$ cat src/rtl/spi_frame_monitor.sv
// Passive SPI frame snooper: checks length and XOR checksum of 4-byte frames,
// keeps saturating result counters and a small history FIFO of good frames.
module spi_frame_monitor #(
    parameter int unsigned CNT_W      = 16,
    parameter int unsigned HIST_DEPTH = 4
) (
    input  logic             sclk,
    input  logic             rst_n,
    input  logic             cs_n,
    input  logic             mosi,
    input  logic             clear_counters,
    input  logic             hist_rd_en,
    output logic             frame_active,
    output logic [CNT_W-1:0] frame_ok_cnt,
    output logic [CNT_W-1:0] csum_err_cnt,
    output logic [CNT_W-1:0] len_err_cnt,
    output logic [1:0]       last_err_code,
    output logic [23:0]      hist_data,
    output logic             hist_empty,
    output logic             hist_full,
    output logic             hist_overflow
);
    localparam int unsigned AW = $clog2(HIST_DEPTH);
    localparam int unsigned NW = AW + 1;

    typedef enum logic [1:0] {S_DISARMED, S_IDLE, S_RECV, S_OVERRUN} state_t;

    state_t           r_state;
    logic [31:0]      r_shift;
    logic [5:0]       r_bitcnt;
    logic             r_active;
    logic [CNT_W-1:0] r_ok_cnt;
    logic [CNT_W-1:0] r_csum_cnt;
    logic [CNT_W-1:0] r_len_cnt;
    logic [1:0]       r_code;
    logic             r_ovf;
    logic [AW-1:0]    r_rd_ptr;
    logic [AW-1:0]    r_wr_ptr;
    logic [NW-1:0]    r_count;
    logic             r_empty;
    logic             r_full;
    logic [23:0]      r_head;
    logic [23:0]      r_mem [HIST_DEPTH];

    logic             w_eval;
    logic [1:0]       w_code;
    logic             w_push;
    logic             w_pop;
    logic             w_wr;
    logic             w_drop;
    logic [NW-1:0]    w_count_nxt;
    logic [AW-1:0]    w_rd_nxt;
    logic [23:0]      w_head_nxt;

    function automatic logic [CNT_W-1:0] sat_inc(input logic [CNT_W-1:0] v);
        return (v == '1) ? v : v + CNT_W'(1);
    endfunction

    // Frame verdict; length errors mask the checksum check.
    always_comb begin
        w_eval = cs_n && ((r_state == S_RECV) || (r_state == S_OVERRUN));
        w_code = 2'b00;
        if (r_state == S_OVERRUN)
            w_code = 2'b11;
        else if (r_bitcnt < 6'd32)
            w_code = 2'b10;
        else if (r_shift[7:0] != (r_shift[31:24] ^ r_shift[23:16] ^ r_shift[15:8]))
            w_code = 2'b01;
    end

    // Push on full only succeeds when a pop frees a slot on the same edge.
    always_comb begin
        w_push      = w_eval && (w_code == 2'b00);
        w_pop       = hist_rd_en && !r_empty;
        w_wr        = w_push && (!r_full || w_pop);
        w_drop      = w_push && r_full && !w_pop;
        w_count_nxt = r_count + NW'(w_wr) - NW'(w_pop);
        w_rd_nxt    = w_pop ? r_rd_ptr + AW'(1) : r_rd_ptr;
        if (w_count_nxt == '0)
            w_head_nxt = 24'h0;
        else if (w_wr && (w_rd_nxt == r_wr_ptr))
            w_head_nxt = r_shift[31:8];
        else
            w_head_nxt = r_mem[w_rd_nxt];
    end

    always_ff @(posedge sclk or negedge rst_n) begin
        if (!rst_n) begin
            r_state    <= S_DISARMED;
            r_shift    <= '0;
            r_bitcnt   <= '0;
            r_active   <= 1'b0;
            r_ok_cnt   <= '0;
            r_csum_cnt <= '0;
            r_len_cnt  <= '0;
            r_code     <= 2'b00;
            r_ovf      <= 1'b0;
            r_rd_ptr   <= '0;
            r_wr_ptr   <= '0;
            r_count    <= '0;
            r_empty    <= 1'b1;
            r_full     <= 1'b0;
            r_head     <= '0;
        end else begin
            case (r_state)
                S_DISARMED: begin
                    if (cs_n) r_state <= S_IDLE;
                end
                S_IDLE: begin
                    if (!cs_n) begin
                        r_state  <= S_RECV;
                        r_shift  <= {31'h0, mosi};
                        r_bitcnt <= 6'd1;
                        r_active <= 1'b1;
                    end
                end
                S_RECV: begin
                    if (cs_n) begin
                        r_state  <= S_IDLE;
                        r_active <= 1'b0;
                    end else if (r_bitcnt == 6'd32) begin
                        r_state  <= S_OVERRUN;
                        r_bitcnt <= 6'd33;
                    end else begin
                        r_shift  <= {r_shift[30:0], mosi};
                        r_bitcnt <= r_bitcnt + 6'd1;
                    end
                end
                S_OVERRUN: begin
                    if (cs_n) begin
                        r_state  <= S_IDLE;
                        r_active <= 1'b0;
                    end else if (r_bitcnt != '1) begin
                        r_bitcnt <= r_bitcnt + 6'd1;
                    end
                end
                default: r_state <= S_DISARMED;
            endcase

            // Clear beats a same-edge frame result; the FIFO push is unaffected.
            if (clear_counters) begin
                r_ok_cnt   <= '0;
                r_csum_cnt <= '0;
                r_len_cnt  <= '0;
                r_code     <= 2'b00;
                r_ovf      <= 1'b0;
            end else begin
                if (w_eval) begin
                    r_code <= w_code;
                    case (w_code)
                        2'b00:   r_ok_cnt   <= sat_inc(r_ok_cnt);
                        2'b01:   r_csum_cnt <= sat_inc(r_csum_cnt);
                        default: r_len_cnt  <= sat_inc(r_len_cnt);
                    endcase
                end
                if (w_drop) r_ovf <= 1'b1;
            end

            if (w_wr) r_wr_ptr <= r_wr_ptr + AW'(1);
            r_rd_ptr <= w_rd_nxt;
            r_count  <= w_count_nxt;
            r_empty  <= (w_count_nxt == '0);
            r_full   <= (w_count_nxt == NW'(HIST_DEPTH));
            r_head   <= w_head_nxt;
        end
    end

    always_ff @(posedge sclk) begin
        if (w_wr) r_mem[r_wr_ptr] <= r_shift[31:8];
    end

    assign frame_active  = r_active;
    assign frame_ok_cnt  = r_ok_cnt;
    assign csum_err_cnt  = r_csum_cnt;
    assign len_err_cnt   = r_len_cnt;
    assign last_err_code = r_code;
    assign hist_data     = r_head;
    assign hist_empty    = r_empty;
    assign hist_full     = r_full;
    assign hist_overflow = r_ovf;

endmodule
$ cat config.mk
export PLATFORM = sky130hd
export DESIGN_NAME = spi_frame_monitor
export DESIGN_NICKNAME = d
export VERILOG_FILES = /design/src/rtl/spi_frame_monitor.sv
export SDC_FILE = /design/constraint.sdc
export NUM_CORES = 1
export LEC_CHECK = 0
export ABC_AREA = 1
export BUFFER_PORTS_ARGS = -buffer_cell sky130_fd_sc_hd__buf_2
export CAP_MARGIN = 30
export CORE_UTILIZATION = 35
export DETAILED_ROUTE_END_ITERATION = 10
export SLEW_MARGIN = 20
export SYNTH_ARGS = -nofsm -noshare
export SYNTH_HDL_FRONTEND = slang
export SYNTH_SLANG_ARGS = --single-unit
$ cat constraint.sdc
create_clock -name sclk -period 3.9 [get_ports sclk]
set_input_delay 0.585 -clock sclk [delete_from_list [all_inputs] [get_ports sclk]]
set_output_delay 0.585 -clock sclk [all_outputs]
set_load 0.03 [all_outputs]
After elaboration in Yosys (flattened, before gate mapping)
Memories as Yosys holds them, arrays and structs flattened.
Index checks and enable logic that the tools add are counted.
{"block": "op_classes", "addsub": 8, "order_cmp": 1, "eq_ne": 24, "muxes": 42, "bitwise": 2, "n_reduce_logical": 32}
{"cell": "$mux 16", "n": 12}
{"cell": "$mux 32", "n": 3}
{"cell": "$pmux 32 s2", "n": 1}
{"cell": "$add 16x1->16 const B", "n": 3}
{"cell": "$eq 16x16->1 const B", "n": 3}
{"cell": "$mux 24", "n": 2}
{"cell": "$mux 6", "n": 5}
{"cell": "$mux 2", "n": 9}
{"cell": "$pmux 6 s3", "n": 1}
{"cell": "$xor 8x8->8", "n": 2}
{"cell": "$reduce_and 3->1", "n": 5}
{"cell": "$ne 2x2->1 const B", "n": 7}
{"cell": "$reduce_bool 2->1", "n": 6}
{"cell": "$ne 2x1->1 const B", "n": 4}
{"cell": "$ne 8x8->1", "n": 1}
{"cell": "$logic_and 1x1->1", "n": 7}
{"cell": "$mux 1", "n": 7}
{"cell": "$add 6x1->6 const B", "n": 1}
{"cell": "$eq 6x6->1 const B", "n": 1}
{"cell": "$lt 6x6->1 const B", "n": 1}
{"cell": "$ne 6x6->1 const B", "n": 1}
{"cell": "$pmux 2 s3", "n": 1}
{"cell": "$reduce_or 2->1", "n": 3}
{"cell": "$reduce_and 5->1", "n": 1}
{"cell": "other kinds (15)", "n": 22}
{"block": "totals", "ff_bits": 125, "ramBits": 96, "inputBits": 6, "out_inout_bits": 78, "elab_cells": 125, "mem_count": 1}
{"memory": "r_mem", "depth": 4, "width": 24, "read_ports": 1, "rd_ports_with_merged_regs": 0, "write_ports": 1, "line_no": "43", "text": "logic [23:0] r_mem [HIST_DEPTH];"}

Depth between registers and ports, before layout
Gate-level depths: netlist of run 1.
{"block": "logic_depth", "ltp_word": 13, "mapped_depth": 21, "depth_no_buf": 20}

Worst setup path after synthesis of run 1
OpenSTA, ideal clock, no wires.
{"block": "synth_path", "path_type": "register -> register", "start": "register r_state[0]", "end": "register r_head[10] (netlist: hist_data[10])", "setup_time_ns": 0.071, "arrival_time_ns": 3.206, "t_required_ns": 3.829, "slack_ns": 0.622, "path_stages_with_launch": 17, "path_buffers": 1, "synth_period_minus_slack_ns": 3.278, "path_cell_list": "dfrtp_1 inv_1 ha_1 nand2_1 nor2_1 nand3_1 ha_1 inv_1 ha_1 fa_1 xnor2_1 xor2_1 nor3_1 inv_1 clkbuf_1 nand2_1 nor2_1"}
{"block": "synth_via", "elab_chain_len": 9}
{"item": "start, declared", "line_no": "28", "text": "state_t r_state;"}
{"item": "start signal, assigned", "line_no": "89", "text": "r_state <= S_DISARMED;"}
{"item": "start signal, assigned", "line_no": "107", "text": "if (cs_n) r_state <= S_IDLE;"}
{"item": "start signal, assigned", "line_no": "111", "text": "r_state <= S_RECV;"}
{"item": "$eq 2x2->1 (on tied branches)", "line_no": "61, 63"}
{"item": "$mux 2 or $logic_or 1x1->1 (tied branches)", "line_no": "63, 61"}
{"item": "$logic_not 2->1 or $logic_and 1x1->1 (tied branches)", "line_no": "73, 61"}
{"item": "$logic_and 1x1->1 *", "line_no": "73", "text": "w_push = w_eval && (w_code == 2'b00);"}
{"item": "$logic_and 1x1->1 *", "line_no": "75", "text": "w_wr = w_push && (!r_full || w_pop);"}
{"item": "$add 3x1->3 *", "line_no": "77", "text": "w_count_nxt = r_count + NW'(w_wr) - NW'(w_pop);"}
{"item": "$sub 3x1->3 *", "line_no": "77"}
{"item": "via w_count_nxt[2]", "line_no": "51", "text": "logic [NW-1:0] w_count_nxt;"}
{"item": "$logic_not 3->1 *", "line_no": "79", "text": "if (w_count_nxt == '0)"}
{"item": "$mux 24 *", "line_no": "79"}
{"item": "via w_head_nxt[10]", "line_no": "53", "text": "logic [23:0] w_head_nxt;"}
{"item": "end signal, assigned", "line_no": "164", "text": "r_head <= w_head_nxt;"}
{"item": "end, declared", "line_no": "42", "text": "logic [23:0] r_head;"}
The timed path passes the listed nets; every way through them passes the cells marked *.
A chain may end at the register's enable or synchronous reset.

Final worst setup path of run 1
{"block": "layout_path", "start": "register r_shift[28]", "end": "register r_head[1] (netlist: hist_data[1])"}
{"block": "layout_via", "elab_chain_len": 13}
{"item": "start, declared", "line_no": "29", "text": "logic [31:0] r_shift;"}
{"item": "start signal, assigned", "line_no": "112", "text": "r_shift <= {31'h0, mosi};"}
{"item": "start signal, assigned", "line_no": "125", "text": "r_shift <= {r_shift[30:0], mosi};"}
{"item": "$xor 8x8->8 (2 in a row)", "line_no": "67", "text": "else if (r_shift[7:0] != (r_shift[31:24] ^ r_shift[23:16] ^ r_shift[15:8]))"}
{"item": "$ne 8x8->1", "line_no": "67"}
{"item": "$mux 1", "line_no": "67"}
{"item": "$mux 2", "line_no": "65", "text": "else if (r_bitcnt < 6'd32)"}
{"item": "$mux 2", "line_no": "63", "text": "if (r_state == S_OVERRUN)"}
{"item": "$logic_not 2->1", "line_no": "73"}
{"item": "$logic_and 1x1->1", "line_no": "73"}
{"item": "$logic_and 1x1->1", "line_no": "75"}
{"item": "$add 3x1->3", "line_no": "77"}
{"item": "$sub 3x1->3", "line_no": "77"}
{"item": "via w_count_nxt[2]", "line_no": "51"}
{"item": "$logic_not 3->1", "line_no": "79"}
{"item": "$mux 24", "line_no": "79"}
{"item": "via w_head_nxt[1]", "line_no": "53"}
The timed path passes the listed nets, and every way through them passes these cells.

==> impl_results.md, run 1 <==
- Status: finished clean
- Netlist cell types: 34
- Area leader, netlist: dfrtp_1
- Syn Area/Cell: 9.346 um2
- Routed Antenna Nets: 0
- Crit-path leading delay family: simple AND/OR/NAND/NOR gates
- Yosys warning count: 0
- Leakage: 5.454 nW
- RR Endpoint: hist_data[1]
- RSZ-0062 raised after global routing: false
- Tcrit/Tclk final: 89.16%
- # setup viols final: 0
- Worst path bufs/invs: 5
- # Max-Cap Violations: 0
- Minimum clock period: 3477 ps
- Worst-margin pin slew: 846.8 ps
- Vias post-DR: 7796
- Clk slew on worst S/H paths: 60 ps
- H-tree depth: 1
- Int Pwr: 0.005307 W
- Net Sw Frac: 36.46%
- Worst Setup EP: hist_data[1]
- Skew-Pair Late Insertion Delay: 520 ps
- CP most frequent cell: nand2_1
- Final Util: 41.76%
- Clk_skew: 14.48 ps
- Compound-cell area share of the yosys netlist: 9.124%
- Worst Slack Setup Final: 422.9 ps
- Mapped Cells: 1099
- Post-synth EDFFs: 96
- Reg power frac: 37.8%
- Switch Pwr: 0.003045 W
- Post-CTS setup buffer count: 0
- Vias in the first global route: 7572
- Flops & latches, synth: 221
- Drt total wl: 24310 um
- Synthesized net count: 1122
- Core box area: 28780 um2
- First-pass GRT wire length: 39810 um
- IO Port Bufs: 83
- Clock sinks: 221
- Most common cell after layout, fill and taps aside: nand2_1
- Layout area overhead: 17.01%
- First drt pass iteration count: 4
- CTS Buffer Depth: 3
- # hold bufs at CTS: 0
- Reg-to-reg slack, setup: 420 ps
- Die width: 173.3 um
- Most frequent cells in the layout: 235 x nand2_1, 165 x nor2_1, 124 x dfrtp_1
- Initial antenna violation count: 1
- Layout cell share with drive strength beyond 1: 13.55%
- CP startpoint kind: flip-flop
- Pin count of the biggest net entering global routing: 88
- Final hold vios: 0
- Most used DFF post-synth: dfrtp_1
- GP Congestion: 0.8565
- Synth Area in Simple Gates: 20.67%
- Chip height: 173.3 um
- Post-DP HPWL: 15420 um
- Register area share after synthesis: 58.53%
- Largest family of logic cells by synthesized area: simple AND/OR/NAND/NOR gates
- GRT overflow: 0
- Worst VDD drop: 0.0002775 V
- Crit-path cells: inv_1, nand2_1, nand2_1, inv_1, nand2_1, nand2_1, nor2_1, nand2_1, nor2_4, nand3_1, ha_1, inv_1, ha_1, fa_1, xnor2_1, xor2_1, nor3_1, inv_1, buf_4, nand2_1, nor2_1
- # resized after CTS: 0
- Via/cell ratio: 4.909
- Post-synthesis mux area share: 0%
- Nets@finish: 1210
- Syn Std Cell Area: 10270 um2
- Slew headroom: 43.55%
- CP arrival: 3930 ps
- Initial DRC Count: 579
- Setup TNS: 0 ps
- Worst setup path start: r_shift[28]
- Share of the synthesized area in the top cell type: 30.21%
- Xor/xnor share of the synthesized area: 3.581%
- FFs w/ async S/R, synth: 56.56%
- CTS tree: done
- Clk root buf: clkbuf_16
- Adder and majority gate portion of the synthesized area: 2.144%
- Initial Utilization: 35.69%
- Top Ports: 84
- R2r startpoint: r_shift[28]
- Fill count: 2804
- Total GRT Usage: 16.36%
- Area of the die: 30030 um2
- WP depth: 21
- Setup Slack @ Placement: 373.0 ps
- Clock power share: 30.2%
- WL/cell: 15.31 um
- Worst Reg-to-Reg Cells: 21
- Data required time of the worst path: 4360 ps
- Power Dens Cells: 694.9 nW/um2
- Slowest Stage Delay on Critical Path: 460 ps
- Worst Setup Path Type: flip-flop to flip-flop
- Remaining DRCs: 0
- Endpoint class of the critical path: flip-flop
- Pins Over Slew Limit: 0
- Max stage delay cell, worst path: dfrtp_1
- Fmax: 287.6 MHz
- Min-Delay Path Class: primary input to async pin
- Crit Path Max Fanout: 24
- Top cells by area, synth: dfrtp_1 30%, edfxtp_1 28%, nand2_1 8.6%, nor2_1 6.2%, inv_1 3.8%
- Number of core rows: 62
- Total CTS buffers: 24
- Combinational power share: 32.0%
- Hold_ws: 114.3 ps
-- synth_stat cells (5+ instances only) --
cell / instances
a21oi_1: 22
xor2_1: 32
ha_1: 16
o21ai_1: 5
o22a_1: 23
nand2_1: 235
nand4_1: 13
o22ai_1: 32
buf_4: 5
nor3_1: 23
nand3_1: 51
o21ai_0: 71
edfxtp_1: 96
nand2_2: 7
clkbuf_1: 25
inv_2: 5
nor2_1: 170
xnor2_1: 10
inv_1: 104
dfrtp_1: 124
buf_2: 5
-- worst register-to-register path, cell delays in order, from the launching register on --
cell and delay, ps:
dfrtp_1 460, inv_1 130, nand2_1 60, nand2_1 110, inv_1 60, nand2_1 50
nand2_1 50, nor2_1 100, nand2_1 90, nor2_4 180, nand3_1 110, ha_1 290
inv_1 40, ha_1 180, fa_1 380, xnor2_1 180, xor2_1 230, nor3_1 100
inv_1 60, buf_4 340, nand2_1 120, nor2_1 100
-- metal layers --
metal / vias up / track usage [%] / wire (um)
li1: 3822 / - / -
met4: 0 / 4.757 / 571
met5: - / 0 / 0
met2: 204 / 26.51 / 11130
met1: 3722 / 22.39 / 11240
met3: 48 / 2.939 / 1367
-- registers in the layout, summed over array words and instances, names as in the netlist, 2 cells and up --
name and count:
r_mem 96, r_shift 32, hist_data 24, csum_err_cnt 16, frame_ok_cnt 16, len_err_cnt 16, r_bitcnt 6, r_count 3
last_err_code 2, r_rd_ptr 2, r_state 2, r_wr_ptr 2
-- cell families after synthesis --
group / Yosys count
simple gates: 512
fa+ha+maj: 17
buf+inv: 148
xor+xnor: 42
flops: 221
compound gates: 159
-- power by group through the flow --
stage          clock network [W]  registers, W  logic, W
6_report                 0.00252       0.00316   0.00267
5_1_grt                  0.00267       0.00321   0.00299
4_1_cts                  0.00258       0.00316   0.00270
3_5_place_dp                   0       0.00320   0.00269
3_3_place_gp                   0       0.00320   0.00265
2_1_floorplan                  0       0.00342   0.00168
-- cell type report --
| type | count | area, um2 | area share (%) |
|---|---|---|---|
| flip-flops and latches | 221 | 6012 | 50.03 |
| multi-input cells | 730 | 3661 | 30.46 |
| clock buffers | 31 | 666.9 | 5.549 |
| repair buffers | 101 | 569.3 | 4.737 |
| well taps | 384 | 480.5 | 3.998 |
| inverters | 109 | 409.1 | 3.404 |
| clock inverters | 11 | 216.5 | 1.801 |
| diodes | 1 | 2.502 | 0.02082 |
-- through the flow --
| step | power, W | cells | cell area [um2] |
|---|---|---|---|
| after global placement | 0.005848 | 1545 | 11130 |
| after CTS | 0.008440 | 1587 | 12020 |
| final | 0.008351 | 1588 | 12020 |
| after floorplan | 0.005097 | 1099 | 10270 |
| after global routing | 0.008865 | 1587 | 12020 |
| after detailed placement | 0.005890 | 1545 | 11130 |
-- how the worst min path moves through the flow --
stage	endpoint	slack, ps	cells after the start
after floorplan	csum_err_cnt[0]	290	0
after detailed placement	r_count[2]	470	1
final	hist_data[16]	110	1
after global routing	hist_data[16]	200	1
after CTS	hist_data[16]	160	1
after global placement	r_count[2]	460	1
No activity file was read; power rests on OpenSTA's default activity.
==> run 2: changes to the inputs <==
--- a/config.mk
+++ b/config.mk
@@ -6,10 +6,10 @@
 export NUM_CORES = 1
 export LEC_CHECK = 0
 export ABC_AREA = 1
-export BUFFER_PORTS_ARGS = -buffer_cell sky130_fd_sc_hd__buf_2
 export CAP_MARGIN = 30
 export CORE_UTILIZATION = 35
 export DETAILED_ROUTE_END_ITERATION = 10
+export DONT_BUFFER_PORTS = 1
 export SLEW_MARGIN = 20
 export SYNTH_ARGS = -nofsm -noshare
 export SYNTH_HDL_FRONTEND = slang
==> run 2 against run 1 <==
- first-iteration DRC count fell by 19%
- hold slack got worse by 180 ps
- highest routed layer unchanged
- wire length decreased by 1.2%
- maximum frequency down 0.21%
- clock-buffer cell count did not move
- the flow now finishes with violations (hold timing)
- via count down 4.1%
- register-to-register slack barely moved
- largest cell class unchanged
- clock power is 3% lower
==> impl_results.md, run 2 (synthesis gave the netlist of run 1 again) <==
- Routed Antenna Nets: 0 (unchanged)
- Leakage: 5.039 nW (was 5.454 nW)
- Crit Path Max Fanout: 24 (unchanged)
- Vias in the first global route: 7334 (was 7572)
- Number of diodes: 0 (was 1)
- Remaining DRCs: 0 (unchanged)
- Initial Utilization: 35.69% (unchanged)
- R2r startpoint: r_shift[23] (was r_shift[28])
- # hold bufs at CTS: 1 (was 0)
- Initial DRC Count: 470 (was 579)
- Clk root buf: clkbuf_16 (unchanged)
- Worst Slack Setup Final: 415.5 ps (was 422.9 ps)
- Worst VDD drop: 0.0004117 V (was 0.0002775 V)
- CTS Buffer Depth: 3 (unchanged)
- Die width: 173.3 um (unchanged)
- # setup viols final: 0 (unchanged)
- Pin count of the biggest net entering global routing: 126 (was 88)
- Core box area: 28780 um2 (unchanged)
- Worst-margin pin slew: 752.6 ps (was 846.8 ps)
- Number of core rows: 62 (unchanged)
- Setup TNS: 0 ps (unchanged)
- # Max-Cap Violations: 0 (unchanged)
- RSZ-0062 raised after global routing: false (unchanged)
- Clock sinks: 221 (unchanged)
- Tcrit/Tclk final: 89.35% (was 89.16%)
- Power Dens Cells: 701.1 nW/um2 (was 694.9 nW/um2)
- Clk_skew: 9.674 ps (was 14.48 ps)
- Worst setup path start: r_shift[23] (was r_shift[28])
- Endpoint class of the critical path: flip-flop (unchanged)
- Data required time of the worst path: 4350 ps (was 4360 ps)
- Vias post-DR: 7476 (was 7796)
- Multi-input logic area: 3661 um2 (unchanged)
- Post-CTS setup buffer count: 0 (unchanged)
- Layout area overhead: 12.90% (was 17.01%)
- H-tree depth: 1 (unchanged)
- Drt total wl: 24020 um (was 24310 um)
- Violated checks: hold timing
- Most frequent cells in the layout: 235 x nand2_1, 165 x nor2_1, 124 x dfrtp_1 (unchanged)
- CP arrival: 3930 ps (about the same)
- First-pass GRT wire length: 40100 um (was 39810 um)
- Most common cell after layout, fill and taps aside: nand2_1 (unchanged)
- Setup Slack @ Placement: 411.2 ps (was 373.0 ps)
- Minimum clock period: 3485 ps (was 3477 ps)
- Min-Delay Path Class: primary input to async pin (unchanged)
- Skew-Pair Late Insertion Delay: 530 ps (was 520 ps)
- Chip height: 173.3 um (unchanged)
- GRT overflow: 0 (unchanged)
- Fmax: 287.0 MHz (was 287.6 MHz)
- Via/cell ratio: 4.961 (was 4.909)
- Reg with most FFs: r_mem (unchanged)
- Clk slew on worst S/H paths: 60 ps (about the same)
- # resized after CTS: 0 (unchanged)
- Area of the die: 30030 um2 (unchanged)
- Post-DP HPWL: 15120 um (was 15420 um)
- CTS tree: done (unchanged)
- Pins Over Slew Limit: 0 (unchanged)
- Total CTS buffers: 24 (unchanged)
- Final hold vios: 14 (was 0)
- Layout cell share with drive strength beyond 1: 7.569% (was 13.55%)
- GP Congestion: 0.8077 (was 0.8565)
- Max reg flops: 96 (unchanged)
- Total GRT Usage: 16.50% (was 16.36%)
- WL/cell: 15.94 um (was 15.31 um)
- IO Port Bufs: 0 (was 83)
- Fill count: 2817 (was 2804)
- Placed Instances: 1462 (was 1545)
- CP startpoint kind: flip-flop (unchanged)
- Post-Layout Cell Count: 1507 (was 1588)
- Status: finished with violations (was finished clean)
- Slew headroom: 49.77% (was 43.55%)
- Hold_ws: -70.66 ps (was 114.3 ps)
- Register area: 6012 um2 (unchanged)
- Top Ports: 84 (unchanged)
- Nets@finish: 1128 (was 1210)
- Worst Setup Path Type: flip-flop to flip-flop (unchanged)
- First drt pass iteration count: 5 (was 4)
- Initial antenna violation count: 0 (was 1)
-- run 2: final cells by class --
class	instances	share of cell area (%)
multi-input cells	730	31.57
clock inverters	13	1.392
flip-flops and latches	221	51.85
clock buffers	31	6.118
repair buffers	19	1.403
inverters	109	3.528
well taps	384	4.143
-- run 2: stage by stage --
stage | total power, W | utilization (%) | hold slack [ps] | area (um2)
detailed placement | 0.005723 | 37.17 | 293.6 | 10700
global route | 0.008676 | 40.29 | 71.39 | 11600
global placement | 0.005665 | 37.17 | 293.7 | 10700
finish | 0.008130 | 40.29 | -70.66 | 11600
floorplan | 0.005097 | - | 289.4 | 10270
CTS | 0.008224 | 40.29 | 46.64 | 11600
-- run 2: path summary, 6_finish.rpt --
path | end | depth (start not counted) | slack (ps)
setup / recovery | hist_data[9] | 18 | 420
hold / removal | hist_data[21] | 1 | -70
setup reg to reg | hist_data[9] | 18 | 420
hold reg to reg | r_count[2] | 1 | 490
max in group asynchronous | len_err_cnt[15] | 1 | 3330
min in group sclk | last_err_code[1] | 1 | 120
-- run 2: report_power, final --
part	switching (W)	internal, W
clock	0.000956	0.00149
sequential	0.000673	0.00284
combinational	0.00141	0.000760
total	0.00304	0.00509
-- run 2: routing by layer --
metal / global-route usage [%] / wire length [um]
met1: 21.75 / 10730
met2: 26.91 / 11120
met3: 4.408 / 1611
met4: 4.167 / 560
met5: 0 / 0
-- run 2: critical path, cell delays in order, from the launching register on --
cell	delay, ps
dfrtp_1	520
xor2_1	220
nand2_1	70
nand2_1	50
nor2_1	110
nand2_1	100
nor2_4	180
nand3_1	110
ha_1	300
inv_1	40
ha_1	190
fa_1	380
xnor2_1	170
xor2_1	240
nor3_1	100
inv_1	60
buf_4	330
nand2_1	90
nor2_1	120
==> run 3: changes to the inputs <==
--- a/config.mk
+++ b/config.mk
@@ -10,6 +10,7 @@
 export CORE_UTILIZATION = 35
 export DETAILED_ROUTE_END_ITERATION = 10
 export DONT_BUFFER_PORTS = 1
+export PLACE_DENSITY = 0.45
 export SLEW_MARGIN = 20
 export SYNTH_ARGS = -nofsm -noshare
 export SYNTH_HDL_FRONTEND = slang
==> run 3 against run 2 <==
- the run still ends with hold timing left
- flip-flop and latch count unchanged
- largest cell class unchanged
- critical path depth increased by 3
- critical path type unchanged
- die area unchanged
- clock power increased by 6%
- sequential power about the same
- sequential share of layout area decreased by 0.15 points
- critical endpoint is now hist_data[23]
==> impl_results.md, run 3 (synthesis gave the netlist of run 1 again) <==
- Clock sinks: 221 (unchanged)
- Pin count of the biggest net entering global routing: 126 (unchanged)
- Number of core rows: 62 (unchanged)
- Remaining DRCs: 0 (unchanged)
- Final instance area: 11630 um2 (was 11600 um2)
- Reg with most FFs: r_mem (unchanged)
- Crit-path cells: inv_1, nand2_1, nand2_1, inv_1, nand2_1, nand2_1, nor2_1, nand2_1, nor2_4, nand3_1, ha_1, inv_1, ha_1, fa_1, xnor2_1, xor2_1, nor3_1, inv_1, buf_4, nand2_1, nor2_1 (was xor2_1, nand2_1, nand2_1, nor2_1, nand2_1, nor2_4, nand3_1, ha_1, inv_1, ha_1, fa_1, xnor2_1, xor2_1, nor3_1, inv_1, buf_4, nand2_1, nor2_1)
- Most common cell after layout, fill and taps aside: nand2_1 (unchanged)
- # hold bufs at CTS: 1 (unchanged)
- Vias in the first global route: 7492 (was 7334)
- Die width: 173.3 um (unchanged)
- WL/cell: 16.92 um (was 15.94 um)
- Max reg flops: 96 (unchanged)
- # setup viols final: 0 (unchanged)
- Clk_skew: 9.088 ps (was 9.674 ps)
- Layout area overhead: 13.22% (was 12.90%)
- Clk root buf: clkbuf_16 (unchanged)
- Status: finished with violations (unchanged)
- Worst VDD drop: 0.0004363 V (was 0.0004117 V)
- GP Congestion: 0.7743 (was 0.8077)
- Total power: 0.008302 W (was 0.008130 W)
- Worst path bufs/invs: 5 (was 3)
- Worst-margin pin slew: 924.6 ps (was 752.6 ps)
- CP arrival: 3960 ps (was 3930 ps)
- Chip height: 173.3 um (unchanged)
- Min-Delay Path Class: primary input to async pin (unchanged)
- # Max-Cap Violations: 0 (unchanged)
- Power Dens Cells: 713.9 nW/um2 (was 701.1 nW/um2)
- Nets@finish: 1128 (unchanged)
- DP Area: 10680 um2 (was 10700 um2)
- Vias post-DR: 7351 (was 7476)
- Slew headroom: 38.29% (was 49.77%)
- Total CTS buffers: 27 (was 24)
- Drt total wl: 25540 um (was 24020 um)
- Crit Path Max Fanout: 24 (unchanged)
- Clk slew on worst S/H paths: 60 ps (about the same)
- Number of diodes: 0 (unchanged)
- First drt pass iteration count: 5 (unchanged)
- Layout cell share with drive strength beyond 1: 7.282% (was 7.569%)
- # resized after CTS: 0 (unchanged)
- CP most frequent cell: nand2_1 (unchanged)
- Initial Utilization: 35.69% (unchanged)
- CP startpoint kind: flip-flop (unchanged)
- Via/cell ratio: 4.868 (was 4.961)
- Hold_ws: -3.143 ps (was -70.66 ps)
- Core box area: 28780 um2 (unchanged)
- Leakage: 5.050 nW (was 5.039 nW)
- H-tree depth: 1 (unchanged)
- Minimum clock period: 3485 ps (about the same)
- Data required time of the worst path: 4370 ps (was 4350 ps)
- First-pass GRT wire length: 41390 um (was 40100 um)
- Placed Instances: 1459 (was 1462)
- Most frequent cells in the layout: 235 x nand2_1, 165 x nor2_1, 124 x dfrtp_1 (unchanged)
- Slowest Stage Delay on Critical Path: 460 ps (was 520 ps)
- Violated checks: hold timing (unchanged)
- Setup TNS: 0 ps (unchanged)
- Final hold vios: 2 (was 14)
- Top Ports: 84 (unchanged)
- Post-Layout Cell Count: 1510 (was 1507)
- Area of the die: 30030 um2 (unchanged)
- Worst Setup Path Type: flip-flop to flip-flop (unchanged)
- Tcrit/Tclk final: 89.35% (about the same)
- Skew-Pair Late Insertion Delay: 550 ps (was 530 ps)
- RSZ-0062 raised after global routing: false (unchanged)
- Initial antenna violation count: 1 (was 0)
- Max stage delay cell, worst path: dfrtp_1 (unchanged)
- Initial DRC Count: 381 (was 470)
- Post-DP HPWL: 15590 um (was 15120 um)
- CTS tree: done (unchanged)
- CTS Buffer Depth: 3 (unchanged)
- Final Util: 40.41% (was 40.29%)
- GRT overflow: 0 (unchanged)
- Post-CTS setup buffer count: 0 (unchanged)
- Total GRT Usage: 17.37% (was 16.50%)
- Fmax: 287.0 MHz (about the same)
- Pins Over Slew Limit: 0 (unchanged)
- Endpoint class of the critical path: flip-flop (unchanged)
- IO Port Bufs: 0 (unchanged)
- Routed Antenna Nets: 0 (unchanged)
- Crit-path leading delay family: simple AND/OR/NAND/NOR gates (unchanged)
run 3: area by class of cell:
class / count / area, um2
well taps: 384 / 480.5
clock inverters: 15 / 190.2
fillers: 2864 / 17150
inverters: 109 / 409.1
flip-flops and latches: 221 / 6012
clock buffers: 35 / 735.7
multi-input cells: 730 / 3661
repair buffers: 16 / 140.1
run 3: through the flow:
| step | hold slack (ps) | setup WS [ps] |
|---|---|---|
| after CTS | 45.58 | 412.5 |
| after detailed placement | 292.7 | 405.1 |
| after global placement | 292.8 | 511.1 |
| after floorplan | 289.4 | 622.4 |
| after global routing | 58.19 | 66.96 |
| final | -3.143 | 415.4 |
run 3: final timing paths:
check,from,end,slack (ps),depth (start not counted)
min in group sclk,clear_counters,hist_overflow,110,1
min,rst_n,hist_data[17],-3,1
max in group asynchronous,rst_n,len_err_cnt[1],3330,1
max reg2reg,r_shift[28],hist_data[23],420,21
max,r_shift[28],hist_data[23],420,21
min reg2reg,r_count[2],r_count[2],480,1
run 3: layer usage:
metal	global-route usage (%)	part of all wire (%)	vias to the layer above
met5	0	0.051	-
met1	22.44	47	3521
li1	-	-	3667
met4	4.019	1.7	2
met2	29.23	46	129
met3	4.298	5.4	32
run 3: report_power, final:
| group | leakage, nW | internal [W] | switching [W] |
|---|---|---|---|
| Combinational | 2.06 | 0.000760 | 0.00143 |
| Sequential | 2.53 | 0.00284 | 0.000681 |
| Clock | 0.457 | 0.00160 | 0.000989 |
| Total | 5.05 | 0.00520 | 0.00310 |
